<file path="src/rtl/mult_div_unit.sv">
`default_nettype none
// +------------------------------------------------------------------------+
// | mult_div_unit: 32-step shift-add multiply / restoring divide, HI/LO    |
// | Revision: 1.0                                                          |
// +------------------------------------------------------------------------+
module mult_div_unit #(
   parameter int WIDTH = 32,
   parameter int CNT_W = $clog2(WIDTH)
) (
   input  logic             clk,
   input  logic             rst_n,
   input  logic             start,
   input  logic [1:0]       op,
   input  logic             sign,
   input  logic [WIDTH-1:0] src_a,
   input  logic [WIDTH-1:0] src_b,
   input  logic             flush,
   input  logic             mthi,
   input  logic             mtlo,
   input  logic [WIDTH-1:0] wdata,
   output logic             busy,
   output logic             done,
   output logic             div_zero,
   output logic [WIDTH-1:0] hi,
   output logic [WIDTH-1:0] lo
);

   typedef enum logic [1:0] {IDLE = 2'd0, PREP = 2'd1, CALC = 2'd2, FIX = 2'd3} state_t;

   state_t            state, state_next;
   logic              op_div, is_signed, neg_q, neg_r, dz;
   logic [WIDTH-1:0]  a_reg, b_reg, a_mag, b_mag, acc, q;
   logic [CNT_W-1:0]  cnt;

   logic [WIDTH-1:0]   abs_a, abs_b, acc_next, q_next, quo, rem, hi_res, lo_res;
   logic [WIDTH:0]     mul_sum, div_shift, div_diff;
   logic [2*WIDTH-1:0] product;

   assign busy = (state != IDLE);

   always_ff @(posedge clk or negedge rst_n) begin
      if (!rst_n) state <= IDLE;
      else        state <= state_next;
   end

   always_comb begin
      state_next = state;
      case (state)
         IDLE: if (start) state_next = PREP;
         PREP: state_next = (op_div && b_reg == '0) ? FIX : CALC;
         CALC: if (cnt == CNT_W'(WIDTH-1)) state_next = FIX;
         FIX:  state_next = IDLE;
         default: state_next = IDLE;
      endcase
      if (flush) state_next = IDLE;
   end

   always_comb begin
      abs_a     = (is_signed && a_reg[WIDTH-1]) ? -a_reg : a_reg;
      abs_b     = (is_signed && b_reg[WIDTH-1]) ? -b_reg : b_reg;
      // Multiply: {acc,q} is the product/multiplier pair, shifted right each step.
      mul_sum   = {1'b0, acc} + (q[0] ? {1'b0, a_mag} : {(WIDTH+1){1'b0}});
      // Divide: acc is the partial remainder, q shifts dividend out / quotient in.
      div_shift = {acc, q[WIDTH-1]};
      div_diff  = div_shift - {1'b0, b_mag};
      if (op_div) begin
         acc_next = div_diff[WIDTH] ? div_shift[WIDTH-1:0] : div_diff[WIDTH-1:0];
         q_next   = {q[WIDTH-2:0], ~div_diff[WIDTH]};
      end else begin
         acc_next = mul_sum[WIDTH:1];
         q_next   = {mul_sum[0], q[WIDTH-1:1]};
      end
      product = neg_q ? -{acc, q} : {acc, q};
      quo     = neg_q ? -q : q;
      rem     = neg_r ? -acc : acc;
      if (dz) begin
         hi_res = a_reg;
         lo_res = '1;
      end else if (op_div) begin
         hi_res = rem;
         lo_res = quo;
      end else begin
         hi_res = product[2*WIDTH-1:WIDTH];
         lo_res = product[WIDTH-1:0];
      end
   end

   always_ff @(posedge clk or negedge rst_n) begin
      if (!rst_n) begin
         hi <= '0; lo <= '0; done <= 1'b0; div_zero <= 1'b0; cnt <= '0;
         op_div <= 1'b0; is_signed <= 1'b0; neg_q <= 1'b0; neg_r <= 1'b0; dz <= 1'b0;
         a_reg <= '0; b_reg <= '0; a_mag <= '0; b_mag <= '0; acc <= '0; q <= '0;
      end else begin
         done <= 1'b0;
         case (state)
            IDLE: begin
               if (mthi) hi <= wdata;
               if (mtlo) lo <= wdata;
               if (start && !flush) begin
                  op_div    <= (op == 2'd1);
                  is_signed <= sign;
                  a_reg     <= src_a;
                  b_reg     <= src_b;
               end
            end
            PREP: begin
               a_mag <= abs_a;
               b_mag <= abs_b;
               neg_q <= is_signed & (a_reg[WIDTH-1] ^ b_reg[WIDTH-1]);
               neg_r <= is_signed & a_reg[WIDTH-1];
               dz    <= op_div && (b_reg == '0);
               acc   <= '0;
               q     <= op_div ? abs_a : abs_b;
               cnt   <= '0;
            end
            CALC: begin
               acc <= acc_next;
               q   <= q_next;
               cnt <= cnt + 1'b1;
            end
            FIX: begin
               if (!flush) begin
                  hi       <= hi_res;
                  lo       <= lo_res;
                  div_zero <= dz;
                  done     <= 1'b1;
               end
            end
            default: ;
         endcase
      end
   end

endmodule
`default_nettype wire

</file>
<file path="config.mk">
export PLATFORM = sky130hd
export DESIGN_NAME = mult_div_unit
export DESIGN_NICKNAME = d
export VERILOG_FILES = /design/src/rtl/mult_div_unit.sv
export SDC_FILE = /design/constraint.sdc
export NUM_CORES = 1
export LEC_CHECK = 0
export CORE_MARGIN = 5
export CORE_UTILIZATION = 29
export CTS_BUF_LIST = sky130_fd_sc_hd__clkbuf_8 sky130_fd_sc_hd__clkbuf_16
export DETAILED_ROUTE_END_ITERATION = 7
export PLACE_DENSITY = 0.51
export SETUP_SLACK_MARGIN = 0.5
export SYNTH_ARGS = -nofsm -noshare
export SYNTH_HDL_FRONTEND = slang
export SYNTH_SLANG_ARGS = --single-unit
</file>
<file path="constraint.sdc">
create_clock -name clk -period 9.3 [get_ports clk]
set_clock_uncertainty 0.05 [all_clocks]
set_input_delay 1.86 -clock clk [delete_from_list [all_inputs] [get_ports clk]]
set_output_delay 1.86 -clock clk [all_outputs]
set_load 0.1 [all_outputs]
</file>
-- Yosys cells after proc, flatten, opt, wreduce, memory -nomap -nowiden
Index checks and enable logic that the tools add are counted.
- add/subtract/negate cells: 8
- equality and inequality tests: 10
- mux-type cells: 30
- bitwise operators: 5
- reductions and logical operators: 15
- operators with widths (operator ; number):
    2-to-1 mux 32 bit ; 17
    case mux 32 bit (2 select lines) ; 4
    negation 32 bit ; 4
    2-to-1 mux 64 bit ; 1
    negation 64 bit ; 1
    adder 32 x 32 -> 33 bit ; 1
    subtractor 33 x 32 -> 33 bit ; 1
    logical NOT 32 bit ; 1
    case mux 5 bit (2 select lines) ; 1
    case mux 2 bit (4 select lines) ; 1
    2-to-1 mux 2 bit ; 3
    != test 2 bit, second input constant ; 3
    != test 3 bit, second input constant ; 2
    AND reduction 2 bit ; 3
    AND reduction 3 bit ; 2
    nonzero test 2 bit ; 3
    adder 5 x 1 -> 5 bit, second input constant ; 1
    equality test 5 bit, second input constant ; 1
    equality test 2 x 1 -> 1 bit, second input constant ; 2
    equality test 2 bit, second input constant ; 2
    logical AND 1 bit ; 4
    2-to-1 mux 1 bit ; 3
    bitwise AND 1 bit ; 2
    logical NOT 2 bit ; 1
    other kinds (3) ; 4
- flip-flop bits (word level): 270
- input bits: 105
- output and inout port bits: 67
- logic and storage cells: 85

-- Depth between registers and ports, before layout
Gate-level depths: netlist of run 1.
- word-level depth: 6
- gate-level depth with buffers: 16

-- Worst setup path after synthesis of run 1
OpenSTA, ideal clock, no wires.
- path kind: register -> register
- start: register acc[22]
- end: register acc[30]
- library setup time: 0.139 ns
- data arrival time: 3.259 ns
- data required time: 9.111 ns
- slack: 5.852 ns
- stages on the path, launching flop included: 14
- buffers on the path: 2
- period minus slack after synthesis: 3.448 ns
- cells stage by stage: dfrtp_1 > ha_1 > and3_1 > and4_1 > and4_1 > a211oi_1 > a31oi_1 > or4b_1 > nand3_1 > buf_2 > buf_4 > nor2_1 > o21ai_0 > o221ai_1
- longest elaborated chain between the ends: 4
- elaborated cells between the ends (all ways): 5
- those cells by class: add/sub (2); mux (3)
- RTL lines (what ; RTL line ; text):
    from (decl) ; 32 ; logic [WIDTH-1:0] a_reg, b_reg, a_mag, b_mag, acc, q;
    from (signal assigned) ; 117 ; acc <= acc_next;
    subtractor 33 x 32 -> 33 bit ; 65 ; div_diff = div_shift - {1'b0, b_mag};
    2-to-1 mux 32 bit ; 67 ; acc_next = div_diff[WIDTH] ? div_shift[WIDTH-1:0] : div_diff[WIDTH-1:0];
    2-to-1 mux 32 bit (*) ; 66 ; if (op_div) begin
    case mux 32 bit (2 select lines) (*) ; 95 ; case (state)
Mark *: on every way between the ends. The rest lies on a longest branch, timed or not.
A chain may end at the register's enable or synchronous reset.

-- Worst setup path after layout of run 1
- start: register state[0]
- end: output port busy
- longest elaborated chain between the ends: 1
- RTL lines (what ; RTL line ; text):
    from (decl) ; 30 ; state_t state, state_next;
    from (signal assigned) ; 43 ; else state <= state_next;
    nonzero test 2 bit ; 39 ; assign busy = (state != IDLE);
    to (decl) ; 21 ; output logic busy,
Every way passes these cells.

==> results of run 1 <==
## cell type report
type | instances | share of cell area, %
clock buffers | 36 | 3.82
inverters | 97 | 1.65
well taps | 846 | 4.79
flip-flops and latches | 270 | 30.6
repair buffers | 194 | 8.55
multi-input cells | 1668 | 49.9
clock inverters | 19 | 0.741
diodes | 1 | 0.0113
## worst register-to-register path: stages, from the launching register on
cell and delay [ns]:
dfrtp_1 0.59, inv_1 0.22, ha_1 0.28, fa_1 0.43, nor2b_1 0.23, o31ai_1 0.12, a21oi_1 0.36, nand4_1 0.25
a31oi_1 0.27, nand4b_1 0.14, nand3_2 0.08, buf_4 0.50, nand2_1 0.38, o31a_1 0.35, o21ai_0 0.06
## cells in the mapped netlist, types with 4 or more instances
cell | count | share of area [%]
nor2_1 | 187 | 3.8
a211oi_1 | 17 | 0.69
o21ai_1 | 11 | 0.30
mux2i_1 | 30 | 1.6
nor4_1 | 15 | 0.51
a22oi_1 | 5 | 0.20
or4_1 | 8 | 0.32
a32oi_1 | 6 | 0.28
buf_2 | 4 | 0.11
mux2_2 | 80 | 4.9
o21ai_0 | 184 | 5.0
dfrtp_1 | 270 | 36
o31ai_1 | 26 | 1.1
a221o_1 | 12 | 0.65
o221ai_1 | 14 | 0.66
xor2_1 | 50 | 2.4
o41ai_1 | 4 | 0.19
mux4_2 | 16 | 1.9
nand2_1 | 239 | 4.8
nand3_1 | 27 | 0.73
a41oi_1 | 9 | 0.43
nor2b_1 | 12 | 0.40
nor3b_1 | 4 | 0.16
buf_1 | 15 | 0.30
ha_1 | 75 | 5.1
a211o_1 | 8 | 0.38
nor3_1 | 36 | 0.97
a21o_1 | 25 | 1.0
xnor2_1 | 114 | 5.4
nand2b_1 | 24 | 0.81
inv_1 | 94 | 1.9
and2_1 | 42 | 1.4
a31oi_1 | 17 | 0.57
and3_1 | 15 | 0.51
a21oi_1 | 190 | 5.1
a221oi_1 | 4 | 0.19
or3_1 | 22 | 0.74
o21a_1 | 8 | 0.32
o211ai_1 | 24 | 0.97
o22ai_1 | 36 | 1.2
clkbuf_1 | 95 | 1.9
o21bai_1 | 7 | 0.28
nand4_1 | 8 | 0.27
## metrics by stage
| step | utilization (%) | instances | setup slack (ns) | cell area [µm²] | hold WS [ns] |
|---|---|---|---|---|---|
| 2_1_floorplan | - | 2150 | 5.85 | 18500 | 0.411 |
| 3_3_place_gp | 33.4 | 3075 | 5.02 | 21100 | 0.422 |
| 3_5_place_dp | 33.4 | 3075 | 4.98 | 21100 | 0.427 |
| 4_1_cts | 35.0 | 3130 | 4.52 | 22100 | 0.441 |
| 5_1_grt | 35.0 | 3130 | 4.46 | 22100 | 0.458 |
| 6_report | 35.0 | 3131 | 4.56 | 22100 | 0.430 |
## logic make-up after synthesis
family | count (synthesis) | synth area share, %
adders and majority gates | 77 | 5.28
DFF | 270 | 36.4
xor gates and xnor gates | 164 | 7.75
and+or+nand+nor | 659 | 16.6
buffers and inverters | 212 | 4.34
AOI/OAI and AO/OA | 642 | 21.2
muxes | 126 | 8.42
## per-layer routing
layer / vias up / routed length (µm) / GRT usage (%) / share of wire (%)
li1: 7937 / - / - / -
met1: 8210 / 30700 / 26.6 / 44
met2: 569 / 31800 / 30.8 / 46
met3: 108 / 4440 / 3.23 / 6.4
met4: 0 / 2290 / 5.29 / 3.3
met5: - / 0 / 0 / 0
## cell usage in the layout, fill, tap and decap left out, types with 31 or more instances in the layout
cell type | Yosys | layout
ha_1 | 75 | 72
xor2_1 | 50 | 50
o22ai_1 | 36 | 36
mux2_2 | 80 | 80
nor2_1 | 187 | 187
a21oi_1 | 190 | 190
o21ai_0 | 184 | 184
nor3_1 | 36 | 36
nand2_1 | 239 | 239
dfrtp_1 | 270 | 269
inv_1 | 94 | 102
and2_1 | 42 | 42
xnor2_1 | 114 | 114
clkdlybuf4s50_1 | 0 | 170
clkbuf_16 | 0 | 31
## worst min-delay path by stage
stage	startpoint	end	slack (ns)	cells after the start
after detailed placement	hi[20]	hi[20]	0.43	2
after floorplan	cnt[4]	cnt[4]	0.41	1
after global placement	hi[2]	hi[2]	0.42	2
final	hi[27]	hi[27]	0.43	2
after global routing	hi[5]	hi[5]	0.46	2
after CTS	hi[27]	hi[27]	0.44	2
==> results_dict.tcl, run 1 <==
set metrics [dict create \
    crit_chain "inv_1 > ha_1 > inv_1 > clkdlybuf4s50_1" \
    reg2reg_to "acc[27]" \
    ys_seq_area_share_pct 36.4 \
    regArea_um2 6760 \
    hold_class "reg -> reg" \
    reg2reg_from "q[31]" \
    synthArstFlopShare_pct 100 \
    slowest_delay_ns 1.21 \
    coreArea_um2 63200 \
    antenna_found_initial 0 \
    worst_slew_pin_slew_ns 1.20 \
    cts_setup_buffers 0 \
    dp_hpwl_um 53600 \
    grt_overflow 0 \
    drive_gt1_share_pct 8.23 \
    syn_inst 2150 \
    tns_ns 0 \
    fin_crit_ns 4.74 \
    n_fill_cell 6531 \
    worst_ep_required_time_ns 7.39 \
    gp_congestion 0.947 \
    grt_max_degree 84 \
    setup.worst_path.start_class "register" \
    cts-resized-gates 0 \
    finalNetCount 2444 \
    setup.worst_path.end "busy" \
    cts_buffers 31 \
    vias 16800 \
    insertion_delay_ns 0.59 \
    critPathArrivalTime_ns 2.83 \
    path_depth 4 \
    track_usage_pct 19.1 \
    cts_tree "done" \
    syn2layout_area_growth_pct 19.2 \
    viasPerCell 5.37 \
    min_period_over_period_pct 50.9 \
    synth_edf_count 0 \
    yosysUniqueCellTypes 77 \
    avgRoutedWirePerCell_um 22.1 \
    synth.avg_cell_area_um2 8.62 \
    io_buffers 171 \
    ys_seq_elements 270 \
    crit_start "state[0]" \
    status "finished clean" \
    die_y_um 263 \
    hold_violations 0 \
    worst_setup_path_end_kind "primary output" \
    final-setup-viol-count 0 \
    reg2reg_depth 14 \
    postRouteAntennaNets 0 \
    clk_pin_slew_worst_paths_ns 0.06 \
    worstPathBufferInverterCount 3 \
    cts_hold_buf 0 \
    grt_pass1_vias 16300 \
    yosys_warnings 0 \
    multi_input_area_um2 11000 \
    drtPass1Iterations 6 \
    r2r_setup_slack_ns 4.90 \
    dr.first_iter.drc_count 1442 \
    max-clock-path-buffers 3 \
    clockRootBuffer "clkbuf_16" \
    cp_max_fo 6 \
    grt_pass1_wl_um 104000 \
    pin_count 172 \
    drc_errors 0 \
    slew_viol_final 0 \
    placementRows 92 \
    start_util_pct 29.3 \
    achievable-frequency_mhz 211 \
    cts_num_sinks 270 \
    cpMaxStageDelayCell "clkdlybuf4s50_1" \
    die_w_um 263 \
    rsz0062_at_grt "no" \
    synthesis.area_um2 18500 \
    wl_um 69300 \
    slew_headroom_pct 19.2 \
    dieArea_um2 69100 \
    dominantRegCellSynth "dfrtp_1" \
    syn_nets 2332 \
    cts_max_level 1 \
    critPathTopFamily "buffers and inverters" \
    cap_violations 0 \
    crit_type "reg -> out" \
    crit_top_cell "inv_1" \
]
Power of run 1 is left out: the tool's default activity adds up to more than one toggle a clock period on the data nets, which glitch-free logic cannot reach.
==> run 2, diff against run 1 <==
==> constraint.sdc (replaced) <==
create_clock -name clk -period 4.8 [get_ports clk]
set_clock_uncertainty 0.05 [all_clocks]
set_input_delay 0.96 -clock clk [delete_from_list [all_inputs] [get_ports clk]]
set_output_delay 0.96 -clock clk [all_outputs]
set_load 0.1 [all_outputs]
==> results_dict.tcl, run 2 (synthesis gave the netlist of run 1 again) <==
set metrics [dict create \
    reg2reg_depth 12 \
    worst_setup_path_end_kind "register" \
    wl_um 71800 \
    max-clock-path-buffers 3 \
    worst_slew_pin_slew_ns 1.30 \
    cts_buffers 34 \
    clk_pin_slew_worst_paths_ns 0.06 \
    viasPerCell 5.42 \
    reg2reg_from "acc[22]" \
    track_usage_pct 19.8 \
    drc_errors 0 \
    grt_pass1_vias 16800 \
    min_period_over_period_pct 85.1 \
    status "finished clean" \
    cts_setup_buffers 0 \
    final_cell_mix "dfrtp_1 (268), nand2_1 (239), a21oi_1 (190), nor2_1 (187), o21ai_0 (184)" \
    io_buffers 171 \
    start_util_pct 29.3 \
    drive_gt1_share_pct 9.12 \
    gp_congestion 0.957 \
    insertion_delay_ns 0.56 \
    crit_type "reg -> reg" \
    cts_tree "done" \
    worst_ep_required_time_ns 5.19 \
    dieArea_um2 69100 \
    final-setup-viol-count 0 \
    clockRootBuffer "clkbuf_16" \
    achievable-frequency_mhz 245 \
    syn2layout_area_growth_pct 20.4 \
    grt_pass1_wl_um 107000 \
    critPathArrivalTime_ns 4.47 \
    grt_overflow 0 \
    cts_num_sinks 270 \
    hold_violations 0 \
    slew_headroom_pct 12.3 \
    hold_class "in -> async" \
    finalNetCount 2463 \
    antenna_found_initial 2 \
    setup.worst_path.start_class "register" \
    fin_crit_ns 4.08 \
    die_w_um 263 \
    slew_viol_final 0 \
    dp_hpwl_um 55600 \
    coreArea_um2 63200 \
    die_y_um 263 \
    layout_commonest_cell "dfrtp_1" \
    tns_ns 0 \
    rsz0062_at_grt "no" \
    cp_max_fo 19 \
    cts_max_level 2 \
    placementRows 92 \
    avgRoutedWirePerCell_um 22.8 \
    vias 17100 \
    fin_util_pct 35.3 \
    pin_count 172 \
    drtPass1Iterations 7 \
    reg2reg_to "acc[24]" \
    cap_violations 0 \
    postRouteAntennaNets 0 \
    grt_max_degree 93 \
    dr.first_iter.drc_count 1440 \
    r2r_setup_slack_ns 0.72 \
    cts_hold_buf 0 \
]
run 2: worst max-delay path, cell delays in order (launching register included):
cell and delay (ns):
dfrtp_1 0.49, ha_1 0.42, and3_1 0.30, and4_1 0.26
and4_1 0.21, a211oi_1 0.43, a31oi_1 0.18, or4b_1 0.54
nand3_4 0.30, buf_4 0.26, mux2i_1 0.20, nor2_1 0.06
a221o_1 0.26
run 2: layout make-up:
cell class / count / area [µm²]
well taps: 846 / 1060
diodes: 1 / 2.50
clock inverters: 16 / 91.3
inverters: 97 / 364
multi-input cells: 1668 / 11000
repair buffers: 210 / 2050
clock buffers: 42 / 961
flip-flops and latches: 270 / 6760
fillers: 6539 / 40900
run 2: worst max-delay path by stage:
stage	startpoint	end	slack, ns
after floorplan	acc[22]	acc[30]	1.35
after global placement	acc[22]	acc[24]	0.67
after detailed placement	acc[22]	acc[24]	0.63
after CTS	acc[22]	acc[24]	0.60
after global routing	acc[22]	acc[24]	0.54
final	acc[22]	acc[24]	0.72
run 2: metrics by stage:
stage               worst slack (ns)  area (µm²)  std cells  hold WS, ns
floorplan                       1.35       18500       2150        0.411
global placement               0.669       21300       3091        0.417
detailed placement             0.634       21300       3091        0.422
CTS                            0.596       22300       3149        0.430
global route                   0.536       22300       3149        0.455
finish                         0.717       22300       3150        0.417
run 2: routing by layer:
layer / vias up / track usage [%] / routed length (µm)
met5: - / 0 / 0
met4: 0 / 7.28 / 2840
met3: 149 / 3.74 / 5140
met2: 630 / 31.6 / 32800
met1: 8331 / 27.0 / 31100
li1: 7972 / - / -
run 2: repair_timing:
item / in CTS / in global routing
setup endpoints to repair: 0 / 8
hold endpoints to repair: 0 / 0
gates resized for setup: 0 / 2
Power of run 2 is left out for the same reason.
==> run 3, diff against run 2 <==
--- a/config.mk
+++ b/config.mk
@@ -5,6 +5,7 @@
 export SDC_FILE = /design/constraint.sdc
 export NUM_CORES = 1
 export LEC_CHECK = 0
+export ABC_CLOCK_PERIOD_IN_PS = 4800
 export CORE_MARGIN = 5
 export CORE_UTILIZATION = 29
 export CTS_BUF_LIST = sky130_fd_sc_hd__clkbuf_8 sky130_fd_sc_hd__clkbuf_16
==> results of run 3 <==
Same layout as run 2: the final DEF is identical, and so are final timing and power.
Power of run 3 is left out for the same reason.
